==> config.mk <==
export PLATFORM = sky130hd
export DESIGN_NAME = wb_trace_fifo
export DESIGN_NICKNAME = d
export VERILOG_FILES = /design/src/rtl/wb_trace_fifo.sv
export SDC_FILE = /design/constraint.sdc
export NUM_CORES = 1
export LEC_CHECK = 0
export CORE_UTILIZATION = 60
export DETAILED_ROUTE_END_ITERATION = 8
export DONT_BUFFER_PORTS = 1
export HOLD_SLACK_MARGIN = 0.08
export PLACE_DENSITY = 0.76
export SETUP_SLACK_MARGIN = 0.1
export SYNTH_ARGS = -nofsm -noshare
export SYNTH_HDL_FRONTEND = slang
export SYNTH_SLANG_ARGS = --single-unit
==> constraint.sdc <==
create_clock -name clk -period 26.5 [get_ports clk]
set_input_delay 2.65 -clock clk [delete_from_list [all_inputs] [get_ports clk]]
set_output_delay 2.65 -clock clk [all_outputs]
set_load 0.02 [all_outputs]
==> src/rtl/wb_trace_fifo.sv <==
// wb_trace_fifo: circular FIFO capturing writeback register writes for trace, with sticky overflow and saturating drop count
module wb_trace_fifo #(
    parameter int DEPTH = 8,
    parameter int CW = 4
) (
    input  logic          clk,
    input  logic          reset,
    input  logic [31:0]   PCW,
    input  logic          RegWriteW,
    input  logic [4:0]    WriteRegW,
    input  logic [31:0]   ResultW,
    output logic          trace_valid,
    input  logic          trace_ready,
    output logic [31:0]   trace_pc,
    output logic [4:0]    trace_reg,
    output logic [31:0]   trace_data,
    output logic [CW-1:0] count,
    output logic          overflow,
    output logic [15:0]   drop_count
);
    localparam int AW = $clog2(DEPTH);
    logic [68:0] mem [DEPTH];
    logic [AW-1:0] wr_ptr, rd_ptr;
    logic push, pop, full, accept, drop;
    logic [68:0] head;
    always_comb begin
        push = RegWriteW && (WriteRegW != 5'd0);
        trace_valid = count != '0;
        pop = trace_valid && trace_ready;
        full = count == CW'(DEPTH);
        accept = push && (!full || pop);
        drop = push && full && !pop;
        head = mem[rd_ptr];
        trace_pc = trace_valid ? head[68:37] : '0;
        trace_reg = trace_valid ? head[36:32] : '0;
        trace_data = trace_valid ? head[31:0] : '0;
    end
    always_ff @(posedge clk) begin
        if (accept && !reset) mem[wr_ptr] <= {PCW, WriteRegW, ResultW};
    end
    always_ff @(posedge clk) begin
        if (reset) begin
            wr_ptr <= '0;
            rd_ptr <= '0;
            count <= '0;
            overflow <= 1'b0;
            drop_count <= '0;
        end else begin
            wr_ptr <= wr_ptr + AW'(accept);
            rd_ptr <= rd_ptr + AW'(pop);
            count <= count + CW'(accept) - CW'(pop);
            overflow <= overflow || drop;
            drop_count <= drop_count + 16'(drop && drop_count != 16'hFFFF);
        end
    end
endmodule

Yosys cells after proc, flatten, opt, wreduce, memory -nomap -nowiden
Memory sizes are Yosys's and may differ from the RTL's. A register that Yosys moved wholly into a read port is not among the register bits.
Cells that the tools add are included.

cells by class
  divide/modulo/power cells = 0
  equality and inequality tests = 2
  shift-type cells = 0
  add/sub/neg operators = 5
  multiplexer cells = 6
  reductions and logical operators = 14
  multiply operators = 0
  bitwise logic cells = 0
  magnitude comparators = 0

operators by type and width
  operator                count
  $mux W32                2
  $add A16 B1 Y16         1
  $ne A16 B16 Y1 const B  1
  $logic_and A1 B1 Y1     7
  $add A3 B1 Y3           2
  $mux W5                 1
  $reduce_bool A5 Y1      1
  $add A4 B1 Y4           1
  $eq A4 B4 Y1 const B    1
  $reduce_bool A4 Y1      1
  $sub A4 B1 Y4           1
  $logic_not A1 Y1        3
  $mux W3                 1
  $logic_or A1 B1 Y1      2
  $mux W1                 2

storage, ports and cells
  bits in latches = 0
  output and inout port bits = 91
  bits in writable memories = 552
  bits in registers = 27
  memories kept = 1
  input port bits = 73
  ROM bits = 0

memories
  name  words  bits a word  read ports  clocked after Yosys merged registers in  write ports  RTL line  source
  mem   8      69           1           1                                        1            22        logic [68:0] mem [DEPTH];

Logic depth before layout (Yosys ltp)
  word-level depth = 7
  mapped depth = 12
  gate-level depth less buffers = 12

Worst setup path after synthesis
OpenSTA, ideal clock, no wires.

  path kind = input -> register
  from = in reset
  to = mem mem[5][0] (enable)
  data required time = 25.810 ns
  path buffers = 2
  stages = 5
  slack = 15.541 ns
  arrival = 10.269 ns
  cell sequence = clkbuf_1 clkbuf_1 nor2_1 nand2_1 nor4b_1

on the way
  word-level cells in the longest chain between the ends = 4

ends and longest elaborated chain
  what                           RTL line  source
  start, declared                7         input logic reset,
  $logic_not A1 Y1               39        if (accept && !reset) mem[wr_ptr] <= {PCW, WriteRegW, ResultW};
  $logic_and A1 B1 Y1            39
  $mux W1                        39
  $mux W1 (not written as such)  39
  end, declared                  22

No other way between the ends.

==> results.yml <==
placed_design:
  io_buffers: 0
  postPlaceCellArea_sq_mm: 0.0225
  dp.final_hpwl_um: 21600
  finalWeightedCongestion: 0.737
cts:
  cts.sinks: 579
  tritoncts: "done"
  hold_buffers: 0
  cts_root_buf: "clkbuf_16"
  htree_levels: 2
  cts_made_buffers: 56
  ctsResizeCount: 0
  cts_setup_buffers: 0
  clkTransAtPathRegs_ns: 0.06
  clk_latency_ns: 0.61
  clock_path_buffers: 3
logic_synthesis:
  synth_ff_type: "edfxtp_1"
  ys_warn_count: 0
  synth_edf_count: 552
  synth.most_common_cell: "edfxtp_1"
  ys_seq_area_share_pct: 77.8
  syn_inst: 971
  syn-cell-area_sq_mm: 0.0220
  yosys.cell_types.count: 38
  avgSynthCellArea_sq_um: 22.7
  ys_seq_elements: 579
  ys_async_sr_fraction_pct: 0
  yosysTopAreaCellShare_pct: 75.3
  synth.net_count: 1058
  synth_common_cells: "edfxtp_1, mux4_2, a22o_1, dfxtp_1, clkbuf_1"
  yosys.area.top_type: "edfxtp_1"
  yosys-top-cells-area: "edfxtp_1, mux4_2, a22o_1"
detailed_routing:
  final_antenna_net_count: 0
  routedWlPerCell_um: 27.5
  drt_wl_total_um: 41300
  drc_errors: 11
  vias_per_cell: 6.47
  drt_iter0_markers: 737
  num_vias: 9717
  first_pass_iters: 7
sta:
  final_max_slew_viol_count: 0
  setup_tns_ns: 0
  hold_violations: 0
  rsz0062_at_grt: "no"
  timing.fmax_mhz: 164
  setup_viol: 0
  slew_headroom_pct: 29.1
  period_share_pct: 23.0
  tightest_slew_ns: 1.06
  min_period_ns: 6.09
  finalClockSkew_ns: 0.0225
floorplanning:
  dieArea_sq_mm: 0.0374
  start_util_pct: 61.4
  io_pins: 164
  core_area_sq_mm: 0.0358
  die_w_um: 193
  die_h_um: 193
  rows: 69
worst_setup_path:
  cp-end-kind: "output pin"
  critPathLaunch: "rd_ptr[0]$_SDFF_PP0_"
  worst_r2r_path_depth: 6
  r2r-start: "count[2]$_SDFF_PP0_"
  crit_fanout: 51
  cp-start-kind: "flip-flop"
  required_ns: 23.85
  arrival_ns: 3.44
  criticalPathCategory: "flip-flop to output pin"
min_path:
  worstHoldPathType: "flip-flop to flip-flop"
  hold_path_depth: 2
  worstHoldStart: "wr_ptr[2]$_SDFF_PP0_"
power:
  peakVddDrop_v: 0.0000772
  power.density_mw_per_mm2: 94.0
  p_leak_uw: 0.00750
flow_run:
  maxCapViolCount: 0
layout:
  synthToLayoutAreaGrowth_pct: 9.83
  final_area_sq_mm: 0.0242
  final_util_pct: 67.4
  drive_gt1_share_pct: 23.2
  diodes: 0
  final_nets: 1085
grt:
  grt_pass1_wl_um: 62900
  antenna_found_initial: 0
  grt_max_degree: 74
  grt_pass1_vias: 10300
  overflow: 0
  grt_usage_pct: 22.8
outcome:
  violations: "DRC"
  status: "finished, violations left"
==> path summary, 6_finish.rpt <==
path | endpoint | slack (ns)
max | trace_pc[29] | 20.41
max reg2reg | mem[5][3]$_DFFE_PP_ | 23.49
min reg2reg | wr_ptr[2]$_SDFF_PP0_ | 0.58
min | wr_ptr[2]$_SDFF_PP0_ | 0.58
==> placed cells by master (no fill, tap or decap), drive strengths merged, types with 3 or more instances in the layout <==
cell / Yosys / routed
a21oi: 10 / 10
a22o: 69 / 69
buf: 35 / 22
clkbuf: 18 / 76
clkinv: 0 / 21
dfxtp: 27 / 27
edfxtp: 552 / 552
ha: 13 / 13
inv: 8 / 10
mux2: 4 / 4
mux4: 138 / 138
nand2: 9 / 9
nand2b: 3 / 3
nand3: 6 / 6
nand4: 7 / 7
nor2: 15 / 15
nor2b: 11 / 11
nor3: 4 / 4
nor4: 5 / 5
nor4b: 4 / 4
o21ai: 5 / 5
o31ai: 5 / 5
or3: 4 / 4
or4: 5 / 5
xnor2: 3 / 3
xor2: 3 / 3
==> layout make-up <==
cell class	count	area [sq um]
multi-input combinational	331	4630
tap	461	577
sequential	579	17100
inverter	8	30.0
timing repair buffer	22	165
clock inverter	25	165
clock buffer	76	1480
fill	2190	11700
==> critical path, stage by stage, from the launching register on <==
cell     delay, ns
dfxtp_4       0.84
buf_4         0.94
mux4_2        0.60
a22o_1        0.36
==> where the power goes <==
part           switching (uW)  internal (uW)
Clock                     323            399
Combinational             275            202
Sequential               38.1           1040
Total                     635           1640
==> layer usage <==
layer  global-route usage [%]  vias up  wire length [um]
li1                         -     4187                 -
met1                     30.5     5151             16500
met2                     37.2      327             20700
met3                     6.08       52              3330
met4                     7.20        0               735
met5                        0        -                 0
==> per-stage QoR <==
stage	total power [uW]	hold WS, ns	setup slack, ns	cells
3_3_place_gp	1570	0.555	20.91	1401
4_1_cts	2300	0.578	20.26	1502
5_1_grt	2360	0.621	20.11	1502
3_5_place_dp	1580	0.559	20.91	1401
6_report	2270	0.577	20.41	1502
2_1_floorplan	1500	0.492	15.54	971
==> logic make-up after synthesis <==
kind of cell / after synthesis / synth area share (%)
compound gates: 92 / 3.36
fa+ha+maj: 14 / 0.830
flops: 579 / 77.8
mux: 142 / 14.3
buf+inv: 61 / 1.49
simple gates: 77 / 1.95
xor+xnor: 6 / 0.239
==> sequential cells by signal (all words and copies together), names as in the netlist <==
name and flops:
mem 552, drop_count 16, count 4, rd_ptr 3, wr_ptr 3, overflow 1
Power figures use the tool's default switching activity.
